File: src/rtl/timer_arbiter_if.sv
// timer_arbiter_if: requester and timer signals shared by the arbiter and its environment
interface timer_arbiter_if #(
  parameter int NREQ = 4,
  parameter int SIZE = 5
);
  logic                 clk_en;
  logic [NREQ-1:0]      req;
  logic [NREQ*SIZE-1:0] dly_bus;
  logic [NREQ-1:0]      grant;
  logic [NREQ-1:0]      done;
  logic                 busy;
  logic                 timer_en;
  logic [SIZE-1:0]      time_dly;
  logic                 timeout;
  modport slave (
    input  clk_en, req, dly_bus, timeout,
    output grant, done, busy, timer_en, time_dly
  );
  modport master (
    output clk_en, req, dly_bus, timeout,
    input  grant, done, busy, timer_en, time_dly
  );
endinterface

File: src/rtl/timer_arbiter.sv
// timer_arbiter: round-robin owner of one shared timer; define TIMER_ARB_ABORT_EN to let a requester abort its grant by dropping req
module timer_arbiter #(
  parameter int NREQ = 4,
  parameter int SIZE = 5
) (
  input logic cpld_50m_clk,
  input logic cpld_rst_n_50m,
  timer_arbiter_if.slave bus
);
  localparam int IW = $clog2(NREQ);
  localparam logic [NREQ-1:0] ONE = NREQ'(1);
  typedef enum logic [1:0] {IDLE, LOAD, RUN, DONE} state_t;
  state_t state, state_n;
  logic [IW-1:0] idx, idx_n, last, last_n, pick, j;
  logic [SIZE-1:0] dly, dly_n, pick_dly, time_dly_n;
  logic [NREQ-1:0] grant_n, done_n;
  logic pick_ok, abort, owns, busy_n, timer_en_n;
`ifdef TIMER_ARB_ABORT_EN
  assign abort = !bus.req[idx];
`else
  assign abort = 1'b0;
`endif
  // first set request strictly after last, wrapping; lowest offset wins
  always_comb begin
    pick_ok = 1'b0;
    pick = '0;
    j = '0;
    for (int k = NREQ; k >= 1; k--) begin
      j = IW'((int'(last) + k) % NREQ);
      if (bus.req[j]) begin
        pick_ok = 1'b1;
        pick = j;
      end
    end
  end
  // delay slice of the picked requester
  always_comb begin
    pick_dly = '0;
    for (int i = 0; i < NREQ; i++) pick_dly = (pick == IW'(i)) ? bus.dly_bus[i*SIZE +: SIZE] : pick_dly;
  end
  // next state plus the registered output values that state implies
  always_comb begin
    state_n = state;
    idx_n = idx;
    dly_n = dly;
    last_n = last;
    case (state)
      IDLE: if (pick_ok) begin
        state_n = LOAD;
        idx_n = pick;
        dly_n = pick_dly;
      end
      LOAD: state_n = abort ? IDLE : RUN;
      RUN: state_n = abort ? IDLE : bus.timeout ? DONE : RUN;
      DONE: state_n = IDLE;
      default: state_n = IDLE;
    endcase
    last_n = (state == DONE || ((state == LOAD || state == RUN) && abort)) ? idx : last;
    owns = state_n == LOAD || state_n == RUN;
    grant_n = owns ? ONE << idx_n : '0;
    timer_en_n = owns;
    time_dly_n = owns ? dly_n : '0;
    busy_n = state_n != IDLE;
    done_n = state_n == DONE ? ONE << idx : '0;
  end
  // state and every output are registered
  always_ff @(posedge cpld_50m_clk) begin
    if (!cpld_rst_n_50m) begin
      state <= IDLE;
      idx <= '0;
      dly <= '0;
      last <= IW'(NREQ - 1);
      bus.grant <= '0;
      bus.done <= '0;
      bus.busy <= 1'b0;
      bus.timer_en <= 1'b0;
      bus.time_dly <= '0;
    end else begin
      state <= state_n;
      idx <= idx_n;
      dly <= dly_n;
      last <= last_n;
      bus.grant <= grant_n;
      bus.done <= done_n;
      bus.busy <= busy_n;
      bus.timer_en <= timer_en_n;
      bus.time_dly <= time_dly_n;
    end
  end
endmodule
File: src/flat_wrapper.sv
// flat-port wrapper written by rule: the top's interface ports become plain ports
module timer_arbiter_flat 
#(
  parameter int NREQ = 4,
  parameter int SIZE = 5
)
  (cpld_50m_clk, cpld_rst_n_50m, bus_clk_en, bus_req, bus_dly_bus, bus_timeout, bus_grant, bus_done, bus_busy, bus_timer_en, bus_time_dly);
  timer_arbiter_if #(.NREQ(NREQ), .SIZE(SIZE)) bus_i ();
  input logic cpld_50m_clk;
  input logic cpld_rst_n_50m;
  input wire logic [$bits(bus_i.clk_en)-1:0] bus_clk_en;
  input wire logic [$bits(bus_i.req)-1:0] bus_req;
  input wire logic [$bits(bus_i.dly_bus)-1:0] bus_dly_bus;
  input wire logic [$bits(bus_i.timeout)-1:0] bus_timeout;
  output wire logic [$bits(bus_i.grant)-1:0] bus_grant;
  output wire logic [$bits(bus_i.done)-1:0] bus_done;
  output wire logic [$bits(bus_i.busy)-1:0] bus_busy;
  output wire logic [$bits(bus_i.timer_en)-1:0] bus_timer_en;
  output wire logic [$bits(bus_i.time_dly)-1:0] bus_time_dly;
  assign bus_i.clk_en = bus_clk_en;
  assign bus_i.req = bus_req;
  assign bus_i.dly_bus = bus_dly_bus;
  assign bus_i.timeout = bus_timeout;
  assign bus_grant = bus_i.grant;
  assign bus_done = bus_i.done;
  assign bus_busy = bus_i.busy;
  assign bus_timer_en = bus_i.timer_en;
  assign bus_time_dly = bus_i.time_dly;
  timer_arbiter #(.NREQ(NREQ), .SIZE(SIZE)) u_core (.cpld_50m_clk(cpld_50m_clk), .cpld_rst_n_50m(cpld_rst_n_50m), .bus(bus_i));
endmodule
File: config.mk
export PLATFORM = sky130hd
export DESIGN_NAME = timer_arbiter_flat
export DESIGN_NICKNAME = d
export VERILOG_FILES = /design/src/rtl/timer_arbiter_if.sv /design/src/rtl/timer_arbiter.sv /design/src/flat_wrapper.sv
export SDC_FILE = /design/constraint.sdc
export NUM_CORES = 1
export LEC_CHECK = 0
export ABC_CLOCK_PERIOD_IN_PS = 2200
export CAP_MARGIN = 0
export CELL_PAD_IN_SITES_DETAIL_PLACEMENT = 0
export CELL_PAD_IN_SITES_GLOBAL_PLACEMENT = 2
export CORE_MARGIN = 2
export CORE_UTILIZATION = 26
export CTS_CLUSTER_SIZE = 20
export DETAILED_ROUTE_END_ITERATION = 10
export GPL_TIMING_DRIVEN = 0
export PLACE_DENSITY = 0.8
export SLEW_MARGIN = 0
export SYNTH_ARGS = -nofsm -noshare
export SYNTH_HDL_FRONTEND = slang
export SYNTH_SLANG_ARGS = --single-unit
File: constraint.sdc
create_clock -name cpld_50m_clk -period 2.2 [get_ports cpld_50m_clk]
set_clock_uncertainty 0.2 [all_clocks]
set_input_delay 0.22 -clock cpld_50m_clk [delete_from_list [all_inputs] [get_ports cpld_50m_clk]]
set_output_delay 0.22 -clock cpld_50m_clk [all_outputs]
set_load 0.02 [all_outputs]
==> summary.txt <==
Status
  • Status: completed

Routing
  • Final ANT Viol Nets: 0
  • Overall routed net length: 2.71 mm
  • Routed WL per cell: 12.8 um
  • Vias per cell: 4.85
  • Drt first pass iters: 4
  • DRT iter0 DRCs: 18
  • Via count: 1,029
  • DRC Markers: 0

Yosys
  • Synth Area per Inst: 10.4 um^2
  • Netlist Area Pre-Place: 0.00121 mm^2
  • Share of the synthesized area in the top cell type: 0.432
  • Yosys top cell by area: dfxtp_1
  • Synth area leaders: dfxtp_1 (43%), mux2i_1 (12%), o221ai_1 (7.3%)
  • Mapped Cells: 116
  • Post-synth cell types: 32
  • Sequential share of the synthesized area: 0.432
  • Ys Warns: 0
  • Net Count, Synth: 150
  • Post-synthesis register bit count: 26

Layout
  • Synth-to-layout area growth: 47.7%
  • Antenna diodes: 0
  • Layout net count: 196
  • Layout cells sized above 1: 0.200
  • Final non-filler cell total: 212
  • Layout Utilization: 0.404

Worst setup path
  • Reg2reg setup slack: 0.14 ns
  • Crit-path slowest cell: or4_4
  • Crit path launch type: input port
  • Worst path cell trace: clkdlybuf4s15_2 -> or4_4 -> o21ai_2 -> o21ai_2 -> ha_4 -> nand2_4 -> nor2_4 -> nand2_4 -> o221ai_2
  • Req. time, crit path: 2.19 ns
  • CP endpoint kind: flip-flop
  • Largest stage delay, worst path: 0.52 ns
  • Worst endpoint data arrival time: 2.09 ns
  • Crit path kind: in -> reg
  • Critical Path Fanout Max: 5

GRT
  • Initial antenna violation count: 0
  • Total track usage: 0.112
  • First-pass GRT wire length: 4.71 mm
  • Vias in the first global route: 1,069
  • Total gr overflow: 0
  • Largest net degree at the start of global routing: 14

Placement
  • HPWL after detailed placement: 2.19 mm
  • Final RePlAce weighted congestion: 0.742
  • Dpl cells: 209
  • PortBufs: 41

Power
  • Clock power frac: 0.166
  • Worst vdd ir: 339 uV
  • Sw frac: 0.351
  • Pint: 0.00101 W
  • Comb power frac: 0.440
  • Switch Pwr: 0.000545 W
  • Power per cell area: 873 mW/mm^2
  • Leak pwr: 0.686 nW
  • Sequential share of power: 0.394

Clocking
  • CTS Buf Count: 3
  • CTS tree: yes
  • CTS sink cnt: 26
  • Clk buf depth: 2
  • Worst-path clk slew: 0.09 ns
  • Post-CTS Setup Bufs: 0
  • Htree depth: 1
  • Skew-Pair Late Insertion Delay: 0.26 ns
  • Root buffer cell: clkbuf_8

Die
  • Core footprint: 0.00441 mm^2
  • Starting Density: 0.273
  • Number of core rows: 24
  • Die height: 72.1 um
  • Die area: 0.00520 mm^2
  • I/O Pins: 43
  • Die X: 72.1 um

STA
  • Post-route minimum period: 2.10 ns
  • Final hold violations: 0
  • Worst-Margin Slew: 0.583 ns
  • Rel. slew slack: 0.610
  • Fmax: 477 MHz
  • Final Slew Violations: 0
  • Final Cycle Share: 0.953
  • Setup TNS: 0 ns
  • Endpoints failing setup: 0

Min path
  • Hold crit path type: reg -> reg

Run
  • Max-cap violation count: 0
## layout by cell type (no fill, tap or decap), types with 2 or more instances in the layout
cell type         n
inv_2             2
nand2_1           6
ha_1              5
nor2_1            6
nor3_1            2
o221ai_1          7
clkbuf_8          3
clkdlybuf4s50_1  37
clkbuf_1          2
nor3b_1           2
o221ai_2          3
nand3_1          10
nand2_4           2
mux2i_1          14
dfxtp_1          26
o21ai_2           2
clkbuf_2          2
inv_1             4
## cell usage after synthesis
cell type,instances
nand2b_2,1
buf_6,1
mux2i_1,14
nor3_1,2
dfxtp_1,26
clkbuf_1,2
o21ai_1,3
o221ai_1,10
nor2b_2,1
a21oi_1,1
o31ai_2,1
a21oi_2,1
nor2_1,7
or2_2,1
or3_1,1
nor3_2,1
nor3b_1,2
nand3_1,10
nand2_1,8
ha_1,6
nand4_1,1
inv_1,5
inv_2,1
mux2_4,1
and3b_2,1
nand2b_1,2
o221ai_4,1
and4_1,1
o41ai_4,1
and2_1,1
or4_1,1
and2b_2,1
## power by group through the flow
| stage | registers (W) | logic (W) | clock network [W] |
|---|---|---|---|
| 2_1_floorplan | 0.000689 | 0.000295 | 0 |
| 3_3_place_gp | 0.000621 | 0.000593 | 0 |
| 3_5_place_dp | 0.000625 | 0.000601 | 0 |
| 4_1_cts | 0.000614 | 0.000633 | 0.000265 |
| 5_1_grt | 0.000626 | 0.000752 | 0.000284 |
| 6_report | 0.000613 | 0.000684 | 0.000258 |
## final timing paths
check / from / end / cells past startpoint
worst min register to register: u_core.dly[4]$_SDFF_PN0_ / u_core.dly[4]$_SDFF_PN0_ / 2
worst max-delay path: bus_req[1] / u_core.bus.time_dly[4]$_SDFF_PN0_ / 9
worst min-delay path: u_core.dly[4]$_SDFF_PN0_ / u_core.dly[4]$_SDFF_PN0_ / 2
worst max register to register: u_core.last[1]$_SDFFE_PN1N_ / u_core.dly[2]$_SDFF_PN0_ / 4
## final cells by class
cell class | instances | area (um^2)
Sequential cell | 26 | 520
Multi-Input combinational cell | 81 | 717
Timing Repair Buffer | 41 | 397
Buffer | 3 | 18.8
Tap cell | 52 | 65.1
Clock buffer | 3 | 41.3
Inverter | 6 | 22.5
Fill cell | 436 | 2630
## logic make-up (layout without fill, tap and decap cells)
logic type	after synthesis	count (layout)	share of synthesized area
compound gates	18	18	0.151
fa+ha+maj	6	6	0.0622
buf+inv	9	53	0.0342
flops	26	26	0.432
mux	15	15	0.129
simple gates	42	42	0.192
## metrics by stage
stage	instance area (um^2)	setup WS [ns]	total power [W]	hold slack (ns)
5_1_grt	1780	-0.00728	0.00166	0.321
6_report	1780	0.103	0.00156	0.309
3_5_place_dp	1680	-0.752	0.00123	0.283
2_1_floorplan	1210	0.159	0.000983	0.175
3_3_place_gp	1680	-0.681	0.00121	0.275
4_1_cts	1750	0.00514	0.00151	0.306
## layer usage
layer,wire (um),GRT usage,share of wire,vias to the layer above
li1,-,-,-,515
met1,1190,0.137,0.44,485
met2,1390,0.205,0.51,29
met3,125,0.0250,0.046,0
met4,0,0.0189,0,0
met5,0,0,0,-
## sequential cells by signal, indices dropped and copies added (netlist names)
signal,cells
u_core.bus.timer_en,1
u_core.last,2
u_core.dly,5
u_core.idx,2
u_core.state,2
u_core.bus.done,4
u_core.bus.time_dly,5
u_core.bus.busy,1
u_core.bus.grant,4
## worst max-delay path: cells and delay by family
| family | cells | cell delay (ns) |
|---|---|---|
| simple gates | 4 | 0.86 |
| compound gates | 3 | 0.48 |
| fa+ha+maj | 1 | 0.28 |
| buf+inv | 1 | 0.24 |
## what timing repair did
| item | 4_1_cts | 5_1_grt |
|---|---|---|
| gates resized for setup | 16 | 13 |
| hold buffers | 0 | 0 |
| pin swaps | 1 | 4 |
| cloned | 0 | 0 |
| setup endpoints to repair | 10 | 5 |
Power figures use the tool's default switching activity.
==> RTL change 1, RTL diff (config.mk and constraints unchanged) <==
Encoding of `state_t`: now one-hot (4 bits for 4 states).
--- a/src/rtl/timer_arbiter.sv
+++ b/src/rtl/timer_arbiter.sv
@@ -11,3 +11,3 @@
   localparam logic [NREQ-1:0] ONE = NREQ'(1);
-  typedef enum logic [1:0] {IDLE, LOAD, RUN, DONE} state_t;
+  typedef enum logic [3:0] {IDLE = 4'b0001, LOAD = 4'b0010, RUN = 4'b0100, DONE = 4'b1000} state_t;
   state_t state, state_n;
Function: no difference found for any inputs over 4 cycles, from zero or initial values and one cycle with cpld_rst_n_50m low; so few cycles prove little.
==> RTL change 1 against the original RTL <==
First-iteration DRC count increased to 2.6 times the old value; worst hold slack got worse by 0.037 ns; core utilization decreased by 1.6 points; setup slack improved by 0.066 ns; final area increased by 2.8%; register-to-register slack improved by 0.13 ns; power decreased by 21%; synthesized cell count increased by 16%; area after synthesis increased by 6.2%; sequential cell count increased by 2; wire length increased by 4.2%; combinational power decreased by 46%; largest cell class unchanged; highest routed layer unchanged.
==> RTL change 1: results (changes against the original RTL) <==
Parameter                              Value

Status
  Status    finished clean (unchanged)

Synth
  Sequential element share of the synthesized area    43.7% (was 43.2%)
  Async SR Flop Fraction    0% (unchanged)
  Count of distinct cell types in the synthesized netlist    41 (was 32)
  Yosys Warn Count    0 (unchanged)
  Most common library cells after synthesis    sky130_fd_sc_hd__dfxtp_1, sky130_fd_sc_hd__mux2i_1, sky130_fd_sc_hd__nand3_1 (was sky130_fd_sc_hd__dfxtp_1, sky130_fd_sc_hd__mux2i_1, sky130_fd_sc_hd__nand3_1, sky130_fd_sc_hd__o221ai_1, sky130_fd_sc_hd__nand2_1)
  Post-Syn Nets    163 (was 150)
  Leading post-synthesis cells by cell area    sky130_fd_sc_hd__dfxtp_1, sky130_fd_sc_hd__mux2i_1, sky130_fd_sc_hd__mux2_2, sky130_fd_sc_hd__nand3_1, sky130_fd_sc_hd__o21ai_1 (was sky130_fd_sc_hd__dfxtp_1, sky130_fd_sc_hd__mux2i_1, sky130_fd_sc_hd__o221ai_1, sky130_fd_sc_hd__ha_1, sky130_fd_sc_hd__nand3_1)
  Primary flip-flop cell chosen by synthesis mapping    sky130_fd_sc_hd__dfxtp_1 (unchanged)

Clock tree
  Setup fix buffers added after clock tree synthesis    0 (unchanged)
  Insertion delay to the later sink of the worst-skew pair    0.27 ns
  Clock input transition at the sequential cells of the worst setup and hold paths    0.09 ns (about the same)
  Maximum number of buffers from clock root to sink    2 (unchanged)
  Clock buffer count from CTS    3 (unchanged)
  Number of H-tree levels    1 (unchanged)
  Cells resized by post-CTS repair    1 (was 16)
  Clk Tree Root Cell    sky130_fd_sc_hd__clkbuf_8 (unchanged)

Drt
  Total via count after detailed routing    1,142 (was 1,029)
  WL per Instance    11.5 um (was 12.8 um)
  Iteration-0 DRC Markers    47 (was 18)
  Pre-Repair DR Iteration Count    4 (unchanged)

Worst hold path
  Worst min path class    flip-flop to flip-flop (unchanged)

Final layout
  Antenna diode instance count    0 (unchanged)
  Fraction of final layout cells with drive strength greater than 1    13.4% (was 20.0%)
  Post-layout net count    209 (was 196)
  Biggest regs    u_core.bus.time_dly (5), u_core.dly (5) (unchanged)

Placement
  Half-perimeter wire length after detailed placement    2120 um (was 2190 um)
  Input/output buffers    41 (unchanged)
  Final estimated routing congestion in global placement    0.743 (was 0.742)
  Pre-CTS setup slack    -0.305 ns (was -0.752 ns)

GRT
  Wire length of the first global-routing pass    4770 um (was 4710 um)
  Total routing usage reported by global routing    11.0% (was 11.2%)
  Largest net degree at the start of global routing    15 (was 14)
  Number of antenna violations at the first check in global routing    0 (unchanged)

Critical path
  CP max-delay cell    sky130_fd_sc_hd__or4_4 (unchanged)
  Top Family by Delay on Critical Path    simple AND/OR/NAND/NOR gates (unchanged)
  Worst-path fanout max    10 (was 5)
  Delay of the slowest cell on the worst path    0.53 ns

Pwr
  Peak supply drop    0.246 mV (was 0.339 mV)
  Static power due to leakage    0.691 nW (was 0.686 nW)

STA
  Worst slew pin tran    0.578 ns (was 0.583 ns)
[RTL change 1: cell count changes in the layout (fill, tap and decap cells not counted), sizes merged, moves of 4 or more]
cell | before | now
ha | 6 | 0
mux2 | 1 | 5
o21ai | 3 | 12
o221ai | 11 | 0
[RTL change 1: worst paths after layout]
path | cells after the start | slack [ns] | to | from
max | 7 | 0.17 | u_core.bus.time_dly[2] | bus_req[2]
min | 2 | 0.27 | u_core.bus.time_dly[0] | u_core.dly[0]
max reg2reg | 7 | 0.27 | u_core.bus.time_dly[2] | u_core.last[0]
min reg2reg | 2 | 0.27 | u_core.bus.time_dly[0] | u_core.dly[0]
[RTL change 1: worst min-delay path, cell delays in order, from the launching register on]
cell and delay (ns):
sky130_fd_sc_hd__dfxtp_1 0.33, sky130_fd_sc_hd__nand3_2 0.05, sky130_fd_sc_hd__o21ai_1 0.05
[RTL change 1: final cells by class]
type	instances	area [sq um]
well taps	67	83.8
flip-flops and latches	28	561
repair buffers	41	415
fillers	458	2890
clock buffers	3	41.3
inverters	6	22.5
plain buffers	9	67.6
multi-input cells	92	641
[RTL change 1: power breakdown]
| group | internal, mW | switching [mW] |
|---|---|---|
| combinational | 0.190 | 0.182 |
| sequential | 0.561 | 0.0256 |
| clock | 0.123 | 0.152 |
[RTL change 1: logic make-up (layout without fill, tap and decap cells)]
| kind of cell | after synthesis | in the layout | share of synthesized area, % |
|---|---|---|---|
| mux | 16 | 16 | 13.0 |
| flops | 28 | 28 | 43.8 |
| simple gates | 52 | 52 | 23.7 |
| compound gates | 24 | 24 | 12.5 |
| buf+inv | 15 | 59 | 7.03 |
[RTL change 1: routing by layer]
layer | vias to the layer above | global-route usage (%) | part of all wire (%)
met5 | - | 0 | 0
met4 | 0 | 0.606 | 0
met3 | 0 | 3.66 | 8.7
met2 | 51 | 19.5 | 46
met1 | 531 | 13.7 | 45
li1 | 560 | - | -
[RTL change 1: per-stage QoR]
| stage | area, sq um | util [%] | instances | setup TNS [ns] | total power [mW] |
|---|---|---|---|---|---|
| after detailed placement | 1780 | 37.6 | 243 | -3.56 | 0.970 |
| after CTS | 1830 | 38.7 | 246 | 0 | 1.25 |
| after floorplan | 1280 | - | 135 | 0 | 0.821 |
| after global routing | 1830 | 38.8 | 246 | 0 | 1.30 |
| final | 1830 | 38.8 | 246 | 0 | 1.23 |
| after global placement | 1780 | 37.6 | 243 | -2.95 | 0.965 |
==> RTL change 2, RTL diff (config.mk and constraints unchanged) <==
Made on the original files. Add a define of `TIMER_ARB_ABORT_EN`.
--- a/src/rtl/timer_arbiter.sv
+++ b/src/rtl/timer_arbiter.sv
@@ -1,2 +1,4 @@
 // timer_arbiter: round-robin owner of one shared timer; define TIMER_ARB_ABORT_EN to let a requester abort its grant by dropping req
+`define TIMER_ARB_ABORT_EN
+
 module timer_arbiter #(
Function: changed (a bounded check fails within 4 cycles, from zero or initial values and one cycle with cpld_rst_n_50m low).
==> RTL change 2 against the original RTL <==
Sequential cell count stayed put; largest cell class unchanged; final area is 10% higher; power is 13% lower; wire length is 18% higher; highest routed layer is now met4; critical path depth stayed put; setup slack worse by 0.23 ns; final cell count is 10% higher; area after synthesis is 3.8% higher; the flow now finishes with violations (negative setup slack).
==> RTL change 2: results (changes against the original RTL) <==
Parameter                              Value

GRT
  Largest net degree at the start of global routing    16 (was 14)
  Vias in the first global route    1,119 (was 1,069)
  Total routing usage reported by global routing    12.7% (was 11.2%)

Pwr
  Peak supply drop    0.453 mV (was 0.339 mV)
  Static power due to leakage    0.778 nW (was 0.686 nW)

Synth
  Share of synthesized cell area in full adder, half adder and majority cells    6.99% (was 6.22%)
  Sequential element share of the synthesized area    41.6% (was 43.2%)
  Multiplexer share of the synthesized area    11.7% (was 12.9%)
  Synth Area in Compound Gates    17.9% (was 15.1%)
  Post-Syn Nets    165 (was 150)
  Most common library cells after synthesis    sky130_fd_sc_hd__dfxtp_1, sky130_fd_sc_hd__nand3_1, sky130_fd_sc_hd__mux2i_1 (was sky130_fd_sc_hd__dfxtp_1, sky130_fd_sc_hd__mux2i_1, sky130_fd_sc_hd__nand3_1, sky130_fd_sc_hd__o221ai_1, sky130_fd_sc_hd__nand2_1)

Worst hold path
  Worst min path class    input port to flip-flop (was flip-flop to flip-flop)

Status
  Violations in the final reports    negative setup slack
  Status    finished with violations (was finished clean)

Critical path
  Worst Path Arrival    2.29 ns (was 2.09 ns)
  Top Family by Delay on Critical Path    multiplexers (was simple AND/OR/NAND/NOR gates)

STA
  Final Setup Violations    9 (was 0)
  Setup slack after layout    -0.127 ns (was 0.103 ns)
  Relative slew margins    68.0% (was 61.0%)

Final layout
  Non-filler cells, final    234 (was 212)
  Fraction of final layout cells with drive strength greater than 1    20.6% (was 20.0%)
  Seq. cell area    526 sq um (was 520 sq um)

Placement
  Half-perimeter wire length after detailed placement    2350 um (was 2190 um)
  Instance area after placement    1750 sq um (was 1680 sq um)
  Input/output buffers    40 (was 41)

Drt
  Iteration-0 DRC Markers    55 (was 18)
==> RTL change 2: cell type report <==
type | instances | share of cell area, %
multi-input combinational | 91 | 39.2
sequential | 26 | 26.8
timing repair buffer | 47 | 24.1
tap | 54 | 3.45
clock buffer | 3 | 2.11
clock inverter | 1 | 1.53
inverter | 8 | 1.53
buffer | 4 | 1.21
==> RTL change 2: routing by layer <==
layer	part of all wire, %	global-route usage (%)	wire length [um]
met2	51	22.7	1630
met1	42	15.0	1360
met5	0	0	0
met3	5.9	3.16	190
met4	1.1	3.64	34
==> RTL change 2: what timing repair did <==
item / CTS / global route
setup endpoints to repair: 12 / 13
buffers inserted: 4 / 2
gates resized for setup: 13 / 11
gates cloned: 0 / 1
pin swaps: 2 / 5
==> RTL change 2: worst paths after layout <==
path,cells past startpoint,end,from,slack [ns]
setup / recovery,9,u_core.bus.time_dly[3],u_core.idx[1],-0.13
hold / removal,2,u_core.idx[1],cpld_rst_n_50m,0.11
setup reg to reg,9,u_core.bus.time_dly[3],u_core.idx[1],-0.13
hold reg to reg,1,u_core.bus.done[2],u_core.idx[0],0.30
==> RTL change 2: logic make-up (layout without fill, tap and decap cells) <==
family,count (synthesis),after routing
compound gates,29,29
fa+ha+maj,7,7
buf+inv,13,63
flops,26,26
mux,13,13
simple gates,42,42
==> RTL change 2: worst reg2reg max path: cells and delay by family (launching register included) <==
family                     cells  cell delay, ns
adders and majority gates      1            0.25
muxes                          1            0.54
DFF                            1            0.37
and+or+nand+nor                3            0.38
AOI/OAI and AO/OA              4            0.47
==> RTL change 2: power groups by stage <==
stage	clock (mW)	combinational, mW	sequential, mW
6_report	0.397	0.402	0.551
5_1_grt	0.427	0.440	0.556
4_1_cts	0.405	0.374	0.548
3_3_place_gp	0	0.346	0.558
2_1_floorplan	0	0.184	0.583
3_5_place_dp	0	0.352	0.560
==> RTL change 2: per-stage QoR <==
step	hold slack [ns]	setup slack (ns)	power [mW]	setup TNS [ns]	util, %
6_report	0.106	-0.127	1.35	-0.885	41.8
3_3_place_gp	0.276	-0.874	0.904	-8.73	37.3
4_1_cts	0.0938	-0.271	1.33	-1.62	40.1
2_1_floorplan	0.238	-0.123	0.767	-0.612	-
3_5_place_dp	0.275	-0.953	0.912	-10.16	37.3
5_1_grt	0.130	-0.246	1.42	-1.94	41.8
